`src/rtl/hazard3_irq_source_if.sv`:
```
// APB3 slave bus bundle for the hazard3_irq_source register block.
// Only the APB handshake/data signals are grouped; clock, reset and IRQ lines stay plain ports.
interface hazard3_irq_source_if;
    logic        psel;
    logic        penable;
    logic        pwrite;
    logic [3:0]  paddr;
    logic [31:0] pwdata;
    logic [31:0] prdata;
    logic        pready;
    logic        pslverr;

    modport master (
        output psel, penable, pwrite, paddr, pwdata,
        input  prdata, pready, pslverr
    );

    modport slave (
        input  psel, penable, pwrite, paddr, pwdata,
        output prdata, pready, pslverr
    );
endinterface

```
`src/rtl/hazard3_irq_source.sv`:
```
// Peripheral-side IRQ generator: synchronises event strobes into sticky, maskable, registered IRQ levels.
// Optional event coalescing (per-line counters and timeout prescaler) under HAZARD3_IRQ_SOURCE_COALESCE_EN.
module hazard3_irq_source #(
    parameter int unsigned          NUM_LINES   = 8,
    parameter logic [NUM_LINES-1:0] SYNC_BYPASS = '0,
    parameter int unsigned          W_TIMEOUT   = 16
) (
    input  logic                 clk_always_on,
    input  logic                 rst_n,
    input  logic [NUM_LINES-1:0] event_in,
    hazard3_irq_source_if.slave  apb,
    output logic [NUM_LINES-1:0] irq
);

    typedef enum logic [1:0] {
        REG_PENDING  = 2'd0,
        REG_ENABLE   = 2'd1,
        REG_EDGE     = 2'd2,
        REG_COALESCE = 2'd3
    } reg_addr_e;

    reg_addr_e            addr;
    logic                 wr_en;
    logic [NUM_LINES-1:0] w1c;
    logic [NUM_LINES-1:0] ev_s, ev, set;
    logic [NUM_LINES-1:0] ev_meta_q, ev_meta_d, ev_sync_q, ev_sync_d, ev_d_q, ev_d_d;
    logic [NUM_LINES-1:0] pending_q, pending_d, enable_q, enable_d, edge_q, edge_d;
    logic [NUM_LINES-1:0] irq_q, irq_d;
    logic [31:0]          rdata;
    logic                 unused_bits;

    assign addr        = reg_addr_e'(apb.paddr[3:2]);
    assign wr_en       = apb.psel & apb.penable & apb.pwrite;
    assign w1c         = (wr_en && addr == REG_PENDING) ? apb.pwdata[NUM_LINES-1:0] : '0;
    assign unused_bits = ^{apb.paddr[1:0], apb.pwdata};

    always_comb begin
        ev_meta_d = event_in;
        ev_sync_d = ev_meta_q;
        ev_s      = (SYNC_BYPASS & event_in) | (~SYNC_BYPASS & ev_sync_q);
        ev_d_d    = ev_s;
        // Edge lines need a rising transition; level lines fire on every high cycle.
        ev        = ev_s & ~(edge_q & ev_d_q);
    end

`ifdef HAZARD3_IRQ_SOURCE_COALESCE_EN
    logic [7:0]           threshold_q, threshold_d, thr_eff;
    logic [W_TIMEOUT-1:0] timeout_q, timeout_d, presc_q, presc_d;
    logic [7:0]           cnt_q [NUM_LINES];
    logic [7:0]           cnt_d [NUM_LINES];
    logic [7:0]           cnt_base [NUM_LINES];
    logic                 coal_wr, tick;

    assign coal_wr = wr_en && addr == REG_COALESCE;
    assign thr_eff = (threshold_q == 8'd0) ? 8'd1 : threshold_q;
    assign tick    = (timeout_q != '0) && (presc_q == timeout_q - W_TIMEOUT'(1));

    always_comb begin
        threshold_d = threshold_q;
        timeout_d   = timeout_q;
        presc_d     = presc_q + W_TIMEOUT'(1);
        if (coal_wr) begin
            threshold_d = apb.pwdata[7:0];
            timeout_d   = apb.pwdata[16 +: W_TIMEOUT];
            presc_d     = '0;
        end else if (timeout_q == '0 || tick) begin
            presc_d = '0;
        end
        // A clear restarts the count from zero, so a same-cycle event counts as the first.
        for (int i = 0; i < NUM_LINES; i++) begin
            cnt_base[i] = w1c[i] ? 8'd0 : cnt_q[i];
            set[i]      = ({1'b0, cnt_base[i]} + 9'(ev[i]) >= {1'b0, thr_eff}) ||
                          (tick && cnt_base[i] != 8'd0);
            cnt_d[i]    = (ev[i] && cnt_base[i] != 8'hFF) ? cnt_base[i] + 8'd1 : cnt_base[i];
        end
    end

    always_ff @(posedge clk_always_on or negedge rst_n) begin
        if (!rst_n) begin
            threshold_q <= '0;
            timeout_q   <= '0;
            presc_q     <= '0;
            // NOTE: the counter array is small flop storage, not RAM, so it is reset with the rest of the state.
            for (int i = 0; i < NUM_LINES; i++) cnt_q[i] <= '0;
        end else begin
            threshold_q <= threshold_d;
            timeout_q   <= timeout_d;
            presc_q     <= presc_d;
            for (int i = 0; i < NUM_LINES; i++) cnt_q[i] <= cnt_d[i];
        end
    end
`else
    assign set = ev;
`endif

    always_comb begin
        // Set has priority over a same-cycle write-1-to-clear.
        pending_d = (pending_q & ~w1c) | set;
        enable_d  = (wr_en && addr == REG_ENABLE) ? apb.pwdata[NUM_LINES-1:0] : enable_q;
        edge_d    = (wr_en && addr == REG_EDGE)   ? apb.pwdata[NUM_LINES-1:0] : edge_q;
        irq_d     = pending_q & enable_q;
    end

    // NOTE: all state updates use non-blocking assignments so every flop samples pre-edge values.
    always_ff @(posedge clk_always_on or negedge rst_n) begin
        if (!rst_n) begin
            ev_meta_q <= '0;
            ev_sync_q <= '0;
            ev_d_q    <= '0;
            pending_q <= '0;
            enable_q  <= '0;
            edge_q    <= '1;
            irq_q     <= '0;
        end else begin
            ev_meta_q <= ev_meta_d;
            ev_sync_q <= ev_sync_d;
            ev_d_q    <= ev_d_d;
            pending_q <= pending_d;
            enable_q  <= enable_d;
            edge_q    <= edge_d;
            irq_q     <= irq_d;
        end
    end

    always_comb begin
        rdata = '0;
        if (apb.psel) begin
            case (addr)
                REG_PENDING: rdata[NUM_LINES-1:0] = pending_q;
                REG_ENABLE:  rdata[NUM_LINES-1:0] = enable_q;
                REG_EDGE:    rdata[NUM_LINES-1:0] = edge_q;
`ifdef HAZARD3_IRQ_SOURCE_COALESCE_EN
                REG_COALESCE: begin
                    rdata[7:0]            = threshold_q;
                    rdata[16 +: W_TIMEOUT] = timeout_q;
                end
`endif
                default: rdata = '0;
            endcase
        end
    end

    assign apb.prdata  = rdata;
    assign apb.pready  = 1'b1;
    assign apb.pslverr = 1'b0;
    assign irq         = irq_q;

endmodule
```
`src/flat_wrapper.sv`:
```
// flat-port wrapper written by rule: the top's interface ports become plain ports
module hazard3_irq_source_flat 
#(
    parameter int unsigned          NUM_LINES   = 8,
    parameter logic [NUM_LINES-1:0] SYNC_BYPASS = '0,
    parameter int unsigned          W_TIMEOUT   = 16
)
  (clk_always_on, rst_n, event_in, irq, apb_psel, apb_penable, apb_pwrite, apb_paddr, apb_pwdata, apb_prdata, apb_pready, apb_pslverr);
  hazard3_irq_source_if apb_i ();
  input  logic clk_always_on;
  input  logic rst_n;
  input  logic [NUM_LINES-1:0] event_in;
  output logic [NUM_LINES-1:0] irq;
  input wire logic [$bits(apb_i.psel)-1:0] apb_psel;
  input wire logic [$bits(apb_i.penable)-1:0] apb_penable;
  input wire logic [$bits(apb_i.pwrite)-1:0] apb_pwrite;
  input wire logic [$bits(apb_i.paddr)-1:0] apb_paddr;
  input wire logic [$bits(apb_i.pwdata)-1:0] apb_pwdata;
  output wire logic [$bits(apb_i.prdata)-1:0] apb_prdata;
  output wire logic [$bits(apb_i.pready)-1:0] apb_pready;
  output wire logic [$bits(apb_i.pslverr)-1:0] apb_pslverr;
  assign apb_i.psel = apb_psel;
  assign apb_i.penable = apb_penable;
  assign apb_i.pwrite = apb_pwrite;
  assign apb_i.paddr = apb_paddr;
  assign apb_i.pwdata = apb_pwdata;
  assign apb_prdata = apb_i.prdata;
  assign apb_pready = apb_i.pready;
  assign apb_pslverr = apb_i.pslverr;
  hazard3_irq_source #(.NUM_LINES(NUM_LINES), .SYNC_BYPASS(SYNC_BYPASS), .W_TIMEOUT(W_TIMEOUT)) u_core (.clk_always_on(clk_always_on), .rst_n(rst_n), .event_in(event_in), .apb(apb_i), .irq(irq));
endmodule
```
`config.mk`:
```
export PLATFORM = sky130hd
export DESIGN_NAME = hazard3_irq_source_flat
export DESIGN_NICKNAME = d
export VERILOG_FILES = /design/src/rtl/hazard3_irq_source_if.sv /design/src/rtl/hazard3_irq_source.sv /design/src/flat_wrapper.sv
export SDC_FILE = /design/constraint.sdc
export NUM_CORES = 1
export LEC_CHECK = 0
export CAP_MARGIN = 20
export CORE_MARGIN = 5
export CORE_UTILIZATION = 43
export CTS_CLUSTER_DIAMETER = 30
export DETAILED_ROUTE_END_ITERATION = 10
export PLACE_DENSITY = 0.87
export SLEW_MARGIN = 5
export SYNTH_ARGS = -nofsm -noshare
export SYNTH_HDL_FRONTEND = slang
export SYNTH_SLANG_ARGS = --single-unit
export TNS_END_PERCENT = 5
```
`constraint.sdc`:
```
create_clock -name clk_always_on -period 1.3 [get_ports clk_always_on]
set_clock_uncertainty 0.15 [all_clocks]
set_input_delay 0.13 -clock clk_always_on [delete_from_list [all_inputs] [get_ports clk_always_on]]
set_output_delay 0.13 -clock clk_always_on [all_outputs]
set_load 0.1 [all_outputs]
```
==> results.cfg <==
[global_routing]
antenna_found_initial = 0
grt_max_degree = 57
grt.busiest_layer = met2
grt_pass1_vias = 1576
grt_usage_pct = 13.67
gr-usage-met3_pct = 4.146
grt-ovfl-total = 0
met2_usage_pct = 23.10
grt_pass1_wl_um = 7583
grtUsageMet1_pct = 16.11

[logic_synthesis]
synth_most_common_cell = dfrtp_1
yosysSeqAreaShare_pct = 59.90
synthDistinctLibCells = 21
ys_ff_latch = 56
synthFlopType = dfrtp_1
yosys_warnings = 0
yosysTopAreaCellShare_pct = 50.98
avgSynthCellArea_um2 = 13.62
syn_inst = 173
synth_common_cells = 48 x dfrtp_1, 27 x buf_4, 16 x nand2_1
synth-edff-count = 0
synth_area_um2 = 2356
synth_area_leaders = dfrtp_1 51%, dfstp_2 8.9%, buf_4 8.6%
synth.largest_area_cell = dfrtp_1
async_reset_ff_share_pct = 100.0

[setup_path]
path_cells = mux2i_1 > or2_1 > a21boi_4 > buf_12
cp_num_cells = 4
crit_path_end_kind = output port
rrSetupSlack_ns = 0.11
worstPathMaxFanout = 2
crit_family = flip-flops
cpPeakStageDelay_ns = 0.39
crit_buf_inv = 1
cpMaxStageDelayCell = dfrtp_1
worstPathArrival_ns = 1.38
start_kind = flip-flop
crit_required_ns = 1.02
reg2regPathDepth = 3
crit_type = flip-flop to output port

[timing]
fmax_mhz = 601.3
worst_slack_ns = -0.3632
fin_crit_sh_pct = 127.9
min_period_ns = 1.663
slew_viol_final = 0
hold_viol = 0
rsz0062_at_grt = true
setup_viol = 24

[worst_hold_path]
whs_path_depth = 1
min-delay-path-class = primary input to flip-flop

[detailed_routing]
drt_iter0_drc = 66
ant_nets = 0
dr_total_vias = 1441
drc_errors = 0
avgRoutedWirePerCell_um = 14.84
avgViaCountPerCell = 4.560
dr.pass1.iters = 4
wl_um = 4690

[placed_design]
place_hpwl_um = 3276
dp_slack_ns = -0.5441
port_buffers = 38
place_area_um2 = 3102
gp_congestion = 0.7451
dpl.cell_count = 298

[pwr]
combPwrFrac_pct = 38.3
power_frac_seq_pct = 42.8
peakVddDrop_uv = 783.5
powerDensity_nw_per_um2 = 1518
p_switching_mw = 1.869
p_leak_nw = 1.479
clockPowerShare_pct = 18.8
internal_power_mw = 3.143
swShare_pct = 37.29

[floorplanning]
die_y_um = 84.02
core_um2 = 5405
num_io_pins = 91
start_util_pct = 43.59
dieArea_um2 = 7059
die_x_um = 84.02
rows = 27

[clock_tree]
cts_sinks = 56
clkLatencyLatePin_ns = 0.30
cts_tree = done
clkTransAtPathRegs_ns = 0.09
clock_path_buffers = 2
cts_root_buffer = clkbuf_8
numCtsBuffers = 5
h-tree-depth = 2

[outcome]
violations = negative setup slack
outcome = finished, violations left

[finish]
final_nets = 292
diodes = 0
final-instance-count-excl-fill = 316
area_growth_pct = 40.15
drive_above_1_share_pct = 34.84
final_core_util_pct = 61.09
finalInstanceArea_um2 = 3302

[job]
cap_violations = 0
final timing paths:
path / to / from
setup / recovery: apb_prdata[0] / u_core.pending_q[0]$_DFF_PN0_
hold / removal: u_core.ev_meta_q[0]$_DFF_PN0_ / event_in[0]
setup reg to reg: u_core.enable_q[0]$_DFFE_PN0P_ / u_core.enable_q[0]$_DFFE_PN0P_
hold reg to reg: u_core.ev_d_d[2]$_DFF_PN0_ / u_core.ev_meta_q[2]$_DFF_PN0_
max in group asynchronous: u_core.edge_q[4]$_DFFE_PN1P_ / rst_n
min in group asynchronous: u_core.ev_d_d[0]$_DFF_PN0_ / rst_n
timing repair:
item | in CTS | in global routing
endpoints found under the hold margin | 56 | 0
buffers inserted | 7 | 1
hold buffers | 1 | 0
setup endpoints to repair | 32 | 29
pin swaps | 10 | 6
gates cloned | 1 | 0
resized for setup | 12 | 4
flip-flops by register name (all words and copies together) (netlist names):
signal	flops
u_core.edge_q	8
u_core.enable_q	8
u_core.ev_d_d	8
u_core.ev_d_q	8
u_core.ev_meta_q	8
u_core.irq	8
u_core.pending_q	8
cell families after synthesis:
family	after synthesis	share of synthesized area (%)
multiplexers	24	12.32
AO/OA/AOI/OAI	16	5.523
buffers and inverters	31	10.62
flip-flops	56	59.90
other	2	0.3188
AND/OR/NAND/NOR	44	11.31
routing by layer:
| layer | vias to the layer above | wire length, µm |
|---|---|---|
| met5 | - | 0 |
| met4 | 0 | 36 |
| met3 | 4 | 308 |
| met2 | 53 | 2381 |
| met1 | 718 | 1964 |
| li1 | 666 | - |
cells in the final DEF, fill, tap and decap left out, types with 2 or more instances in the layout:
cell type and count:
buf_6 3, mux2_1 8, clkdlybuf4s50_1 17, mux2i_1 8, a21boi_4 8, nand2_1 15
clkbuf_1 2, buf_12 18, dfrtp_1 48, dlygate4sd2_1 2, conb_1 26, or2_1 7
buf_4 26, and2_1 8, clkbuf_8 6, dfstp_2 8, a22o_1 8, mux2_4 8
nand3b_1 8
power by group through the flow:
| stage | Combinational (mW) | Clock [mW] | Sequential (mW) |
|---|---|---|---|
| after floorplan | 0.894 | 0 | 2.55 |
| after global placement | 1.84 | 0 | 2.17 |
| after detailed placement | 1.87 | 0 | 2.19 |
| after CTS | 1.93 | 0.988 | 2.15 |
| after global routing | 1.98 | 1.08 | 2.18 |
| final | 1.92 | 0.943 | 2.15 |
through the flow:
step,hold WS (ns),total power [mW],TNS [ns]
floorplan,-0.3156,3.448,-2.027
global route,0.08135,5.236,-3.405
global placement,-0.003481,4.007,-14.17
detailed placement,-0.0005735,4.055,-15.38
CTS,0.08766,5.067,-3.495
finish,0.1048,5.012,-2.904
final cells by class:
cell class	instances	area [µm²]
Clock buffer	8	90.09
Fill cell	417	2103
Multi-Input combinational cell	110	880.8
Sequential cell	56	1411
Tap cell	72	90.09
Timing Repair Buffer	70	829.5
Note: power is estimated with default switching activity, not from simulation.
